$ cat config.mk
export PLATFORM = sky130hd
export DESIGN_NAME = div_tc_32_16
export DESIGN_NICKNAME = d
export VERILOG_FILES = /design/src/rtl/div_tc_32_16.sv
export SDC_FILE = /design/constraint.sdc
export NUM_CORES = 1
export LEC_CHECK = 0
export ABC_AREA = 1
export BUFFER_PORTS_ARGS = -buffer_cell sky130_fd_sc_hd__buf_2
export CORE_MARGIN = 3
export CORE_UTILIZATION = 50
export CTS_BUF_LIST = sky130_fd_sc_hd__clkbuf_8
export DETAILED_ROUTE_END_ITERATION = 7
export PLACE_DENSITY = 0.78
export SLEW_MARGIN = 15
export SYNTH_ARGS = -nofsm -noshare
export SYNTH_HDL_FRONTEND = slang
export SYNTH_SLANG_ARGS = --single-unit
export TNS_END_PERCENT = 100
$ cat constraint.sdc
create_clock -name clk -period 2.19 [get_ports clk]
set_clock_uncertainty 0.1 [all_clocks]
set_input_delay 0.657 -clock clk [delete_from_list [all_inputs] [get_ports clk]]
set_output_delay 0.657 -clock clk [all_outputs]
set_load 0.02 [all_outputs]
$ cat src/rtl/div_tc_32_16.sv
// Sequential signed divider: 32-bit dividend / 16-bit divisor, radix-2 on magnitudes with sign fix-up.
// Optional macro DIV_OVF_SAT_EN: saturate the quotient (and zero the remainder) on non-zero-divisor overflow.
module div_tc_32_16 #(
  parameter int DW_A = 32,
  parameter int DW_B = 16
) (
  input  logic            clk,
  input  logic            rst,
  input  logic            in_valid,
  output logic            in_ready,
  input  logic [DW_A-1:0] dividend,
  input  logic [DW_B-1:0] divisor,
  output logic            out_valid,
  input  logic            out_ready,
  output logic [DW_B-1:0] quotient,
  output logic [DW_B-1:0] remainder,
  output logic            overflow,
  output logic            div_zero,
  output logic            busy
);

  localparam int CW = $clog2(DW_A);
  localparam logic [DW_B-1:0] Q_MAX = {1'b0, {(DW_B-1){1'b1}}};
  localparam logic [DW_B-1:0] Q_MIN = {1'b1, {(DW_B-1){1'b0}}};

  typedef enum logic [1:0] {S_IDLE, S_CALC, S_FIX, S_DONE} state_t;

  state_t          state_q, state_d;
  logic [CW-1:0]   cnt_q, cnt_d;
  logic [DW_A-1:0] dvd_q, dvd_d;
  logic [DW_A-1:0] quo_q, quo_d;
  logic [DW_B-1:0] dvs_q, dvs_d;
  logic [DW_B-1:0] dlo_q, dlo_d;
  logic [DW_B:0]   rem_q, rem_d;
  logic            sa_q, sa_d, sb_q, sb_d, zero_q, zero_d;
  logic [DW_B-1:0] quotient_q, quotient_d, remainder_q, remainder_d;
  logic            overflow_q, overflow_d, div_zero_q, div_zero_d;
  logic            out_valid_q, out_valid_d;

  // The partial remainder stays below |divisor| <= 2^(DW_B-1), so its low DW_B bits hold it exactly.
  logic [DW_B:0]   trial;
  logic [DW_B+1:0] diff;
  logic [DW_A:0]   q_ext, q_sgn;
  logic [DW_B-1:0] r_sgn;
  logic            q_ovf;

  always_comb begin
    trial = {rem_q[DW_B-1:0], dvd_q[DW_A-1]};
    diff  = {1'b0, trial} - {2'b00, dvs_q};
    q_ext = {1'b0, quo_q};
    q_sgn = (sa_q ^ sb_q) ? (~q_ext + (DW_A+1)'(1)) : q_ext;
    r_sgn = sa_q ? (~rem_q[DW_B-1:0] + DW_B'(1)) : rem_q[DW_B-1:0];
    // Representable in DW_B bits only if every bit from the DW_B-1 sign position up agrees.
    q_ovf = !((&q_sgn[DW_A:DW_B-1]) || !(|q_sgn[DW_A:DW_B-1]));
  end

  always_comb begin
    state_d     = state_q;
    cnt_d       = cnt_q;
    dvd_d       = dvd_q;
    quo_d       = quo_q;
    dvs_d       = dvs_q;
    dlo_d       = dlo_q;
    rem_d       = rem_q;
    sa_d        = sa_q;
    sb_d        = sb_q;
    zero_d      = zero_q;
    quotient_d  = quotient_q;
    remainder_d = remainder_q;
    overflow_d  = overflow_q;
    div_zero_d  = div_zero_q;
    out_valid_d = out_valid_q;
    case (state_q)
      S_IDLE: begin
        if (in_valid) begin
          sa_d    = dividend[DW_A-1];
          sb_d    = divisor[DW_B-1];
          dvd_d   = dividend[DW_A-1] ? (~dividend + DW_A'(1)) : dividend;
          dvs_d   = divisor[DW_B-1] ? (~divisor + DW_B'(1)) : divisor;
          zero_d  = (divisor == '0);
          dlo_d   = dividend[DW_B-1:0];
          quo_d   = '0;
          rem_d   = '0;
          cnt_d   = CW'(DW_A-1);
          state_d = S_CALC;
        end
      end
      S_CALC: begin
        rem_d = diff[DW_B+1] ? trial : diff[DW_B:0];
        quo_d = {quo_q[DW_A-2:0], ~diff[DW_B+1]};
        dvd_d = {dvd_q[DW_A-2:0], 1'b0};
        cnt_d = cnt_q - CW'(1);
        if (cnt_q == '0) begin
          state_d = S_FIX;
        end
      end
      S_FIX: begin
        div_zero_d  = zero_q;
        out_valid_d = 1'b1;
        state_d     = S_DONE;
        if (zero_q) begin
          overflow_d  = 1'b1;
          quotient_d  = sa_q ? Q_MIN : Q_MAX;
          remainder_d = dlo_q;
        end else begin
          overflow_d  = q_ovf;
          quotient_d  = q_sgn[DW_B-1:0];
          remainder_d = r_sgn;
`ifdef DIV_OVF_SAT_EN
          if (q_ovf) begin
            quotient_d  = q_sgn[DW_A] ? Q_MIN : Q_MAX;
            remainder_d = '0;
          end
`endif
        end
      end
      S_DONE: begin
        if (out_ready) begin
          out_valid_d = 1'b0;
          state_d     = S_IDLE;
        end
      end
      default: state_d = S_IDLE;
    endcase
  end

  always_ff @(posedge clk) begin
    if (rst) begin
      state_q     <= S_IDLE;
      cnt_q       <= '0;
      dvd_q       <= '0;
      quo_q       <= '0;
      dvs_q       <= '0;
      dlo_q       <= '0;
      rem_q       <= '0;
      sa_q        <= 1'b0;
      sb_q        <= 1'b0;
      zero_q      <= 1'b0;
      quotient_q  <= '0;
      remainder_q <= '0;
      overflow_q  <= 1'b0;
      div_zero_q  <= 1'b0;
      out_valid_q <= 1'b0;
    end else begin
      state_q     <= state_d;
      cnt_q       <= cnt_d;
      dvd_q       <= dvd_d;
      quo_q       <= quo_d;
      dvs_q       <= dvs_d;
      dlo_q       <= dlo_d;
      rem_q       <= rem_d;
      sa_q        <= sa_d;
      sb_q        <= sb_d;
      zero_q      <= zero_d;
      quotient_q  <= quotient_d;
      remainder_q <= remainder_d;
      overflow_q  <= overflow_d;
      div_zero_q  <= div_zero_d;
      out_valid_q <= out_valid_d;
    end
  end

  assign in_ready  = (state_q == S_IDLE);
  assign busy      = (state_q == S_CALC) || (state_q == S_FIX);
  assign out_valid = out_valid_q;
  assign quotient  = quotient_q;
  assign remainder = remainder_q;
  assign overflow  = overflow_q;
  assign div_zero  = div_zero_q;

endmodule
# --- Word level (Yosys, flattened, before mapping) ---
# Index checks and enable logic that the tools add are counted.
# W data, S select, Z words.
op_classes:
  n_reduce_logical: 15
  n_eq_ne: 6
  bitwise_logic: 6
  muxes: 23
  add_sub_neg: 6
op_table:
  columns: ["op", "count"]
  rows:
  - ["$pmux W32 S2", 2]
  - ["$mux W16", 7]
  - ["$mux W32", 3]
  - ["$add A33 B1 Y33 const B", 1]
  - ["$mux W33", 1]
  - ["$not A32 Y33", 1]
  - ["$add A16 B1 Y16 const B", 2]
  - ["$add A32 B1 Y32 const B", 1]
  - ["$not A16 Y16", 2]
  - ["$not A32 Y32", 1]
  - ["$pmux W16 S2", 1]
  - ["$reduce_and A18 Y1", 1]
  - ["$reduce_or A18 Y1", 1]
  - ["$sub A17 B16 Y18", 1]
  - ["$logic_not A16 Y1", 1]
  - ["$pmux W5 S2", 1]
  - ["$pmux W2 S4", 1]
  - ["$mux W2", 3]
  - ["$ne A2 B2 Y1 const B", 3]
  - ["$reduce_and A2 Y1", 3]
  - ["$logic_not A5 Y1", 1]
  - ["$mux W5", 1]
  - ["$sub A5 B1 Y5 const B", 1]
  - ["$eq A2 B2 Y1 const B", 2]
  - ["other kinds (10)", 14]
totals:
  elab_cells: 71
  output_inout_bits: 37
  in_bits: 52
  regBits: 157

# --- Longest topological paths before layout ---
# Gate-level depths: netlist of the first run.
depth:
  word_depth: 8
  ltp_mapped: 16
  depth_no_buf: 16

# --- Worst setup path after synthesis of the first run ---
# Ideal clock, no wire load.
synth_path:
  path_type: "input-to-reg"
  from: "input port dividend[1]"
  to: "register dvd_q[28]"
  n_path_buf: 0
  arrival_time_ps: 1954
  path_stages: 13
  slack_ps: 4
  required_time_ps: 1958
  setup_ps: 132
  cell_sequence: "inv_1 -> ha_1 -> nand3_1 -> nor2_1 -> nand2_1 -> nor2_1 -> nand2_1 -> nor2_1 -> o21ai_0 -> nand2_1 -> nand2_1 -> o21ai_0 -> a21oi_1"
synth_between:
  elab_chain_len: 5
synth_lines:
  columns: ["element", "line", "source"]
  rows:
  - ["from (decl)", "11", "input logic [DW_A-1:0] dividend,"]
  - ["$not A32 Y32", "78", "dvd_d = dividend[DW_A-1] ? (~dividend + DW_A'(1)) : dividend;"]
  - ["$add A32 B1 Y32", "78", null]
  - ["$mux W32", "78", null]
  - ["$mux W32", "75", "if (in_valid) begin"]
  - ["$pmux W32 S2", "73", "case (state_q)"]
  - ["to (signal assigned)", "147", "dvd_q <= dvd_d;"]
  - ["to (decl)", "30", "logic [DW_A-1:0] dvd_q, dvd_d;"]
# Every way passes these cells. The select of a mux whose other input is x is not followed.
# A chain may end at the register's enable or synchronous reset.

# --- Worst setup path in the final report of the first run ---
layout_path:
  from: "register rem_q[9]"
  to: "register rem_q[13]"
layout_between:
  elab_chain_len: 3
layout_lines:
  columns: ["element", "line", "source"]
  rows:
  - ["from (decl)", "34", "logic [DW_B:0] rem_q, rem_d;"]
  - ["from (signal assigned)", "151", "rem_q <= rem_d;"]
  - ["$sub A17 B16 Y18", "49", "diff = {1'b0, trial} - {2'b00, dvs_q};"]
  - ["$mux W16", "89", "rem_d = diff[DW_B+1] ? trial : diff[DW_B:0];"]
  - ["$pmux W16 S2", "73", null]
# Every way passes these cells.

==> results of run 1 <==
==> repair_timing <==
item	4_1_cts	5_1_grt
gates resized for setup	5	99
setup buffers	0	5
setup endpoints to repair	14	26
pin swaps	1	25
hold endpoints to repair	0	0
gates cloned	0	1
==> kinds of logic after synthesis <==
| logic type | count (synthesis) | synth area share [%] |
|---|---|---|
| DFF | 157 | 32.7 |
| xor gates and xnor gates | 42 | 3.99 |
| and+or+nand+nor | 698 | 29.5 |
| adders and majority gates | 27 | 3.60 |
| AOI/OAI and AO/OA | 381 | 21.4 |
| buffers and inverters | 217 | 8.70 |
==> critical path: cells and delay by family (launching register included) <==
family          cells  cell delay (ns)
fa+ha+maj           1             0.31
flops               1             0.37
compound gates      2             0.16
buf+inv             3             0.39
simple gates        6             0.69
==> placed cells by master (no fill, tap or decap), types with 13 or more instances in the layout <==
cell type,Yosys,layout
dfxtp_1,157,148
inv_1,144,134
o21ai_0,123,111
ha_1,26,14
nand2_1,386,369
a21oi_2,0,13
o211ai_1,30,30
nand2_2,1,16
o21ai_1,4,16
nand3_1,90,85
nor2_1,178,168
buf_2,5,87
buf_4,2,117
xor2_1,29,29
clkbuf_8,0,18
a21oi_1,196,183
==> metal layers <==
| metal | global-route usage (%) | routed length, um |
|---|---|---|
| met4 | 8.84 | 634 |
| met2 | 41.6 | 12800 |
| met3 | 3.64 | 1730 |
| met5 | 0 | 0 |
| met1 | 37.4 | 13000 |
==> cell type report <==
type                       count  area [um2]
clock buffer                  18         248
sequential                   157        3150
clock inverter                14         138
inverter                     146         548
fill                        1725        6940
timing repair buffer         214        1490
tap                          234         293
multi-input combinational   1148        5960
==> power by group through the flow <==
stage	Sequential, uW	Combinational, uW	Clock [uW]
6_report	4240	11700	2110
5_1_grt	4320	12900	2270
4_1_cts	4170	10100	2140
3_5_place_dp	4230	9990	0
3_3_place_gp	4200	9790	0
2_1_floorplan	4380	6450	0
==> sequential cells by signal, indices dropped and copies added (netlist names), 2 cells and up <==
signal,count
dlo_q,16
rem_q,16
dvs_q,16
quo_q,32
quotient,16
state_q,2
remainder,16
dvd_q,32
cnt_q,5
==> how the worst max path moves through the flow <==
stage	start	to	slack [ns]	depth (start not counted)
3_5_place_dp	dividend[0]	dvd_q[28]$_SDFFE_PP0P_	-0.21	14
3_3_place_gp	dividend[0]	dvd_q[28]$_SDFFE_PP0P_	-0.19	14
6_report	rem_q[9]$_SDFFE_PP0P_	rem_q[13]$_SDFFE_PP0P_	0.06	12
2_1_floorplan	dividend[1]	dvd_q[28]$_SDFFE_PP0P_	0.004	13
5_1_grt	rem_q[9]$_SDFFE_PP0P_	rem_q[13]$_SDFFE_PP0P_	-0.06	12
4_1_cts	state_q[0]$_SDFFE_PP0P_	busy	0.01	3
==> metrics by stage <==
step	instance area, um2	setup slack [ns]
floorplan	9600	0.00373
global placement	11000	-0.193
detailed placement	11000	-0.213
CTS	11400	0.0136
global route	11800	-0.0599
finish	11800	0.0575
==> results.txt, run 1 <==
----------------------------------------------------
[Setup path]
  Data required time at the worst endpoint ... 2.43 ns
  Peak per-stage delay on the critical path ... 0.37 ns
  Reg2reg setup slack ... 0.06 ns
  Crit path DAT ... 2.37 ns
  R2r startpoint ... rem_q[9]$_SDFFE_PP0P_
  Cell repeated most along the worst path ... nand2_2
  Cell Chain, Critical Path ... ha_4, nand2_2, inv_1, nand2_2, nor4_4, buf_4, nand4_1, nand3_4, buf_6, nand2_2, o211ai_1, a21oi_1
  Worst setup path category ... reg -> reg
  Endpoint of the most critical register-to-register path ... rem_q[13]$_SDFFE_PP0P_
  Worst-path cell with the longest stage delay ... dfxtp_1
  Number of cells on the worst reg-to-reg path ... 12
  Critical path launch point type ... flop
  Worst Path Max Fanout ... 8
  Kind of end point of the critical path ... flop

[Global route]
  Global-route usage over all layers ... 26.4%
  Overall overflow remaining after global route ... 0
  Initial antenna violation count ... 0
  Via count of the first global-routing pass ... 9474
  Largest net degree at the start of global routing ... 106
  Global-route wire length before repair ... 45100 um

[Yosys]
  Leading post-synthesis cells by instance count ... 386 x nand2_1, 196 x a21oi_1, 178 x nor2_1
  Avg Cell Area, Syn ... 6.31 um2
  Share of Yosys cell area claimed by the top area cell type ... 32.7%
  Number of warnings issued by yosys ... 0
  Nets in the synthesized netlist ... 1601
  Yosys reg bits ... 157
  Post-synthesis cell area ... 9600 um2
  Post-synthesis cell count ... 1522
  Portion of the post-synthesis area used by sequential elements ... 32.7%
  Distinct cell type count of the synthesized netlist ... 42
  Most repeated cell in the gate-level netlist after synthesis ... nand2_1
  Post-synthesis cell type with the largest combined area ... dfxtp_1
  Cells taking the most area after synthesis ... dfxtp_1 33%, nand2_1 15%, a21oi_1 10%
  Number of synthesized flops with an enable pin ... 0
  Commonest register cell after synthesis ... dfxtp_1
  Post-synthesis async set-or-reset flop share ... 0%

[Power]
  Sequential fraction of design power ... 23.5%
  Peak VDD IR ... 0.951 mV
  Power per unit of standard cell area ... 1530 nW/um2
  Clock network fraction of total power ... 11.7%
  Internal power of the cells ... 9340 uW
  Static power due to leakage ... 0.00548 uW
  Switching Share ... 48.3%
  Total power consumption of the routed design ... 18000 uW
  Net switching power ... 8710 uW
  Combinational share of power ... 64.8%

[Detailed routing]
  Total iterations of the first detailed-routing run ... 6
  Number of design-rule violations left by the first detailed-router iteration ... 943
  Detail-routed via count per cell ... 5.51
  Total detailed-routing wirelength ... 28200 um
  Detailed-route wire length per cell ... 14.6 um
  Vias after detailed routing ... 10634
  Number of nets with antenna violations after detailed routing ... 0
  DRC violations left ... 0

[Timing]
  Final Setup Violations ... 0
  Final-report max-slew violation count ... 0
  Final count of hold timing violations ... 0
  Normalized max-slew margin ... 67.3%
  Final-layout worst hold slack ... 0.368 ns
  Total negative slack ... 0 ns
  Crit share post-route ... 97.4%
  Worst-Margin Slew ... 0.485 ns
  Time the final worst path needs with I/O delays and setup ... 2.13 ns
  Unrepaired setup endpoints after global routing ... true
  Peak Freq ... 0.469 GHz

[Outcome]
  Status ... finished clean

[Floorplanning]
  Die Outline Area ... 20900 um2
  Die width ... 145 um
  Number of top-level design ports ... 89
  Standard cell core area ... 18800 um2
  Row count ... 50
  Effective utilization at floorplan ... 51.2%
  Die height ... 145 um

[Layout]
  Area delta synth->final ... 23.2%
  Ratio of cells with drive above 1 in the final layout ... 19.9%
  Non-filler instance count after layout ... 1931
  Number of nets at the end of the flow ... 1763
  Finished Core Util ... 63.0%
  Inserted Diodes ... 0

[Min path]
  Beginning of the worst hold path ... remainder[4]$_SDFFE_PP0P_
  Endpoint of the worst hold-timing path ... remainder[4]$_SDFFE_PP0P_
  Worst Hold Depth ... 2
  Path class of the lowest-slack min-delay path ... reg -> reg

[Clock tree]
  Hold-fix buffer count after cts ... 0
  TritonCTS clock tree ... built
  Maximum buffer depth of the clock tree ... 2
  Total number of H-tree levels ... 4
  Clock-pin slew on the worst setup and hold paths ... 0.09 ns
  Clock root cell ... clkbuf_8
  Worst skew pair latency ... 0.46 ns
  Clock sinks ... 157
  Cts bufs inserted ... 17

[Placement]
  Post-placement cell count ... 1893
  Placer Congestion ... 0.948
  Dpl hpwl ... 20600 um
  IO buf count ... 88

[Run]
  Max cap viols ... 0

----------------------------------------------------
Power figures use the tool's default switching activity.
==> run 2: changes to the inputs <==
Settings changed: CAP_MARGIN set to 20, CELL_PAD_IN_SITES_DETAIL_PLACEMENT set to 1, CELL_PAD_IN_SITES_GLOBAL_PLACEMENT set to 1, CORE_UTILIZATION 50 to 39, PLACE_DENSITY 0.78 to 0.84, SLEW_MARGIN 15 to not set.
==> run 2 against run 1 <==
  * The flow now finishes with violations (negative setup slack)
  * Register-to-register slack worse by 0.23 ns
  * Sequential share of layout area is 1.4 points lower
  * Total power is 18% higher
  * Combinational power is 21% higher
  * Core utilization is 10 points lower
  * Cell area is 6.4% higher
  * Largest cell class unchanged
  * Cell count is 6.4% higher
  * Clock power is 32% higher
  * Worst hold slack better by 0.0014 ns
==> results.txt, run 2 (synthesized netlist as in run 1, its figures left out) <==
----------------------------------------------------
[Timing]
  Final-report max-slew violation count ... 0
  Unrepaired setup endpoints after global routing ... true
  Crit share post-route ... 108%
  Total negative slack ... -0.474 ns
  Time the final worst path needs with I/O delays and setup ... 2.36 ns
  Normalized max-slew margin ... 59.7%
  Peak Freq ... 0.423 GHz
  Final Setup Violations ... 10
  Worst Setup Slack, final ... -0.173 ns
  Final count of hold timing violations ... 0
  Worst-Margin Slew ... 0.597 ns

[Clock tree]
  Clock sinks ... 157
  Clock root cell ... clkbuf_8
  Maximum buffer depth of the clock tree ... 2
  Clock-pin slew on the worst setup and hold paths ... 0.11 ns
  TritonCTS clock tree ... built
  Worst skew pair latency ... 0.49 ns
  Hold-fix buffer count after cts ... 0
  Total number of H-tree levels ... 4
  Cts bufs inserted ... 17

[Setup path]
  Crit path DAT ... 2.62 ns
  Worst Path Max Fanout ... 4
  Worst-path cell with the longest stage delay ... dfxtp_2
  Number of buffers and inverters on the critical path ... 2
  Critical path launch point type ... flop
  R2r startpoint ... rem_q[1]$_SDFFE_PP0P_
  Cell Chain, Critical Path ... buf_4, inv_2, ha_2, nand3_2, nor3_2, nand3_1, nand2_1, nand2_2, nor2_1, xor2_1, o21ai_0, a21oi_1
  Peak per-stage delay on the critical path ... 0.36 ns
  Endpoint of the most critical register-to-register path ... remainder[12]$_SDFFE_PP0P_
  Top cell family by delay on the critical path ... simple AND/OR/NAND/NOR gates
  Data required time at the worst endpoint ... 2.45 ns
  Worst setup path category ... reg -> reg
  Number of cells on the worst reg-to-reg path ... 12
  Reg2reg setup slack ... -0.17 ns
  Kind of end point of the critical path ... flop

[Global route]
  Global-route usage over all layers ... 26.6%
  Overall overflow remaining after global route ... 0
  Initial antenna violation count ... 0
  Most used routing layer ... met2
  Global-route track usage on met1 ... 33.9%
  Via count of the first global-routing pass ... 11535
  Global-route track usage on met2 ... 45.4%
  Largest net degree at the start of global routing ... 106
  Global-route wire length before repair ... 57300 um
  Global routing usage on met3 ... 4.25%

[Min path]
  Worst Hold Depth ... 2
  Beginning of the worst hold path ... remainder[11]$_SDFFE_PP0P_
  Endpoint of the worst hold-timing path ... remainder[11]$_SDFFE_PP0P_
  Path class of the lowest-slack min-delay path ... reg -> reg

[Detailed routing]
  Detail-routed via count per cell ... 5.69
  Total detailed-routing wirelength ... 40600 um
  DRC violations left ... 0
  Number of nets with antenna violations after detailed routing ... 0
  Number of design-rule violations left by the first detailed-router iteration ... 807
  Vias after detailed routing ... 11692
  Detailed-route wire length per cell ... 19.7 um
  Total iterations of the first detailed-routing run ... 6

[Layout]
  Area delta synth->final ... 31.0%
  Number of nets at the end of the flow ... 1801
  Finished Core Util ... 52.8%
  Leading cell types in the layout, fill and taps excluded ... 360 x nand2_1, 185 x a21oi_1, 158 x nor2_1
  Most common cell after layout, fill and taps aside ... nand2_1
  Largest regs ... dvd_q (32), quo_q (32)
  Ratio of cells with drive above 1 in the final layout ... 25.1%
  Inserted Diodes ... 0

[Placement]
  Dpl hpwl ... 25200 um
  IO buf count ... 88
  Placer Congestion ... 0.900

[Run]
  Max cap viols ... 0

[Floorplanning]
  Effective utilization at floorplan ... 40.3%
  Standard cell core area ... 23800 um2
  Number of top-level design ports ... 89
  Row count ... 56
  Die Outline Area ... 26500 um2
  Die height ... 163 um
  Die width ... 163 um

[Power]
  Static power due to leakage ... 0.00580 uW
  Peak VDD IR ... 0.915 mV
  Power per unit of standard cell area ... 1690 nW/um2

[Outcome]
  Failing checks ... negative setup slack
  Status ... finished, violations left

----------------------------------------------------
==> run 2: cell types whose count changed in the layout (fill, tap and decap cells not counted), moves of 6 or more <==
cell / before / now
buf_4: 117 / 153
dfxtp_1: 148 / 128
dfxtp_2: 9 / 29
inv_1: 134 / 124
nor2_1: 168 / 158
nand2_1: 369 / 360
inv_2: 11 / 19
nand2_2: 16 / 24
clkinv_4: 7 / 0
ha_4: 9 / 16
nor2_2: 10 / 16
o21ai_1: 16 / 10
==> run 2: repair_timing <==
action,4_1_cts,5_1_grt
setup buffers,2,12
setup endpoints to repair,56,58
pin swaps,8,35
gates resized for setup,47,128
cloned,2,1
==> run 2: cell type report <==
cell class	count	area (um2)
multi-input cells	1148	6180
clock buffers	17	234
clock inverters	15	256
flip-flops and latches	157	3180
well taps	319	399
repair buffers	252	1790
inverters	146	553
fillers	3187	11200
==> run 2: layer usage <==
layer	part of all wire [%]	vias to the layer above
met5	0	-
li1	-	5412
met1	43	5722
met3	6.0	114
met2	49	444
met4	2.8	0
==> run 2: worst max-delay path by stage <==
stage	from	to	slack, ns	depth (start not counted)
after floorplan	dividend[1]	dvd_q[28]$_SDFFE_PP0P_	0.004	13
after detailed placement	dividend[1]	dvd_q[28]$_SDFFE_PP0P_	-0.30	14
after global routing	rem_q[1]$_SDFFE_PP0P_	remainder[12]$_SDFFE_PP0P_	-0.24	12
after global placement	dividend[1]	dvd_q[28]$_SDFFE_PP0P_	-0.17	14
final	rem_q[1]$_SDFFE_PP0P_	remainder[12]$_SDFFE_PP0P_	-0.17	12
after CTS	rem_q[8]$_SDFFE_PP0P_	rem_q[0]$_SDFFE_PP0P_	0.003	12
==> run 2: report_power, final <==
| group | internal (uW) | leakage, uW | switching [uW] |
|---|---|---|---|
| clock network | 1490 | 0.000237 | 1290 |
| logic | 5520 | 0.00427 | 8590 |
| registers | 3690 | 0.00129 | 645 |
| total | 10700 | 0.00580 | 10500 |
==> run 2: stage by stage <==
step / worst slack (ns) / hold WS, ns / area (um2) / std cells / power [uW]
after CTS: 0.00278 / 0.372 / 12000 / 2041 / 18500
after global routing: -0.239 / 0.391 / 12600 / 2054 / 22300
after detailed placement: -0.304 / 0.358 / 11300 / 2005 / 14800
final: -0.173 / 0.369 / 12600 / 2054 / 21200
after global placement: -0.166 / 0.350 / 11300 / 2005 / 14400
after floorplan: 0.00373 / 0.330 / 9600 / 1522 / 10800
==> run 2: worst reg2reg max path: stages (launching register included) <==
cell and delay (ns):
dfxtp_2 0.36, buf_4 0.15, inv_2 0.07, ha_2 0.20, nand3_2 0.11, nor3_2 0.21
nand3_1 0.13, nand2_1 0.13, nand2_2 0.12, nor2_1 0.19, xor2_1 0.10, o21ai_0 0.26
a21oi_1 0.10
==> run 3: changes to the inputs <==
Clock period 2.19 ns to 1.9 ns, I/O delays scaled along.
==> run 3 against run 2 <==
  * The run still ends with negative setup slack left
  * Total power grew 50%
  * Clock power shrank 3%
  * Cell area grew 14%
  * Clock-buffer cell count is the same
  * Critical endpoint is now rem_q[6]$_SDFFE_PP0P_
==> results.txt, run 3 (synthesized netlist as in run 1, its figures left out) <==
----------------------------------------------------
[Outcome]
  Status ... finished, violations left
  Failing checks ... negative setup slack

[Clock tree]
  Cts bufs inserted ... 17
  Worst skew pair latency ... 0.56 ns
  Clock root cell ... clkbuf_8
  Maximum buffer depth of the clock tree ... 2
  Clock sinks ... 157
  Clock-pin slew on the worst setup and hold paths ... 0.13 ns
  Total number of H-tree levels ... 4
  TritonCTS clock tree ... built

[Global route]
  Overall overflow remaining after global route ... 0
  Initial antenna violation count ... 4
  Global-route wire length before repair ... 76300 um
  Via count of the first global-routing pass ... 13864
  Largest net degree at the start of global routing ... 106
  Global-route usage over all layers ... 36.4%

[Layout]
  Area delta synth->final ... 49.2%
  Ratio of cells with drive above 1 in the final layout ... 37.7%
  Most common cell after layout, fill and taps aside ... nand2_1
  Number of nets at the end of the flow ... 1922
  Largest regs ... dvd_q (32), quo_q (32)
  Leading cell types in the layout, fill and taps excluded ... 336 x nand2_1, 251 x buf_4, 170 x a21oi_1
  Finished Core Util ... 60.2%
  Inserted Diodes ... 0
  Finished Cell Area ... 14300 um2

[Detailed routing]
  DRC violations left ... 0
  Vias after detailed routing ... 14189
  Number of design-rule violations left by the first detailed-router iteration ... 1656
  Total iterations of the first detailed-routing run ... 7
  Detailed-route wire length per cell ... 28.3 um
  Detail-routed via count per cell ... 6.52
  Total detailed-routing wirelength ... 61600 um
  Number of nets with antenna violations after detailed routing ... 0

[Placement]
  Standard cell area after detailed placement ... 12200 um2
  IO buf count ... 88
  Dpl hpwl ... 27800 um
  Place WS ... -0.407 ns
  Placer Congestion ... 0.906

[Setup path]
  Reg2reg setup slack ... -1.12 ns
  Critical path launch point type ... flop
  Data required time at the worst endpoint ... 2.19 ns
  Peak per-stage delay on the critical path ... 0.67 ns
  Kind of end point of the critical path ... flop
  Worst-path cell with the longest stage delay ... a21oi_1
  Number of buffers and inverters on the critical path ... 2
  Worst setup path category ... reg -> reg
  Crit path DAT ... 3.30 ns
  Cell repeated most along the worst path ... o21ai_1
  Worst Path Max Fanout ... 7
  Top cell family by delay on the critical path ... compound AO/OA/AOI/OAI gates
  Cell Chain, Critical Path ... ha_4, nand2_2, nor2_4, inv_1, o21ai_1, nand2_1, nand3_4, buf_4, o21ai_1, o211ai_1, a21oi_1

[Floorplanning]
  Row count ... 56
  Die height ... 163 um
  Die width ... 163 um
  Die Outline Area ... 26500 um2
  Effective utilization at floorplan ... 40.3%
  Number of top-level design ports ... 89
  Standard cell core area ... 23800 um2

[Power]
  Sequential fraction of design power ... 16.7%
  Peak VDD IR ... 1.12 mV
  Internal power of the cells ... 14500 uW
  Static power due to leakage ... 0.00653 uW
  Clock network fraction of total power ... 8.5%
  Switching Share ... 54.3%
  Combinational share of power ... 74.8%
  Power per unit of standard cell area ... 2220 nW/um2
  Net switching power ... 17300 uW

[Timing]
  Normalized max-slew margin ... 46.7%
  Time the final worst path needs with I/O delays and setup ... 3.02 ns
  Final-report max-slew violation count ... 0
  Crit share post-route ... 159%
  Peak Freq ... 0.331 GHz
  Total negative slack ... -15.74 ns
  Final Setup Violations ... 45
  Worst-Margin Slew ... 0.800 ns
  Unrepaired setup endpoints after global routing ... true
  Final count of hold timing violations ... 0
  Worst Setup Slack, final ... -1.12 ns

[Min path]
  Path class of the lowest-slack min-delay path ... in -> reg

[Run]
  Max cap viols ... 0

----------------------------------------------------
-- run 3: final cells by class --
| type | instances | area, um2 |
|---|---|---|
| sequential | 157 | 3220 |
| inverter | 146 | 596 |
| clock buffer | 17 | 234 |
| timing repair buffer | 372 | 2860 |
| multi-input combinational | 1148 | 6890 |
| timing repair inverter | 1 | 7.51 |
| tap | 319 | 399 |
| fill | 3079 | 9490 |
| clock inverter | 15 | 128 |
-- run 3: timing repair --
item / 4_1_cts / 5_1_grt
cloned: 3 / 2
pin swaps: 51 / 72
hold buffers: 0 / 0
buffers inserted: 24 / 26
endpoints found under the setup margin: 99 / 104
gates resized for setup: 184 / 215
-- run 3: power by group through the flow --
stage / Clock [uW] / Combinational, uW / Sequential [uW]
after floorplan: 0 / 7870 / 5090
after global placement: 0 / 12900 / 4900
final: 2690 / 23800 / 5310
after global routing: 2780 / 24300 / 5330
after detailed placement: 0 / 13700 / 4960
after CTS: 2480 / 16600 / 5010
-- run 3: worst paths after layout --
check	start	to	cells after the start
worst max-delay path	rem_q[4]$_SDFFE_PP0P_	rem_q[6]$_SDFFE_PP0P_	11
worst min-delay path	divisor[14]	dvs_q[15]$_SDFFE_PP0P_	3
worst max register to register	rem_q[4]$_SDFFE_PP0P_	rem_q[6]$_SDFFE_PP0P_	11
worst min register to register	dvd_q[5]$_SDFFE_PP0P_	dvd_q[5]$_SDFFE_PP0P_	2
-- run 3: routing by layer --
metal / global-route usage [%] / wire length (um)
met1: 41.5 / 21100
met2: 63.5 / 27100
met3: 7.07 / 7020
met4: 20.9 / 6280
met5: 0 / 48
-- run 3: worst register-to-register path: stages (launching register included) --
cell,delay [ns]
dfxtp_1,0.64
ha_4,0.31
nand2_2,0.09
nor2_4,0.05
inv_1,0.16
o21ai_1,0.13
nand2_1,0.13
nand3_4,0.19
buf_4,0.22
o21ai_1,0.07
o211ai_1,0.12
a21oi_1,0.67
-- run 3: per-stage QoR --
step                      power, uW  hold slack [ns]  cells
after floorplan               13000            0.330   1522
after global routing          32400            0.291   2175
after CTS                     24100            0.282   2149
after detailed placement      18700            0.353   2090
final                         31800            0.286   2175
after global placement        17800            0.348   2090
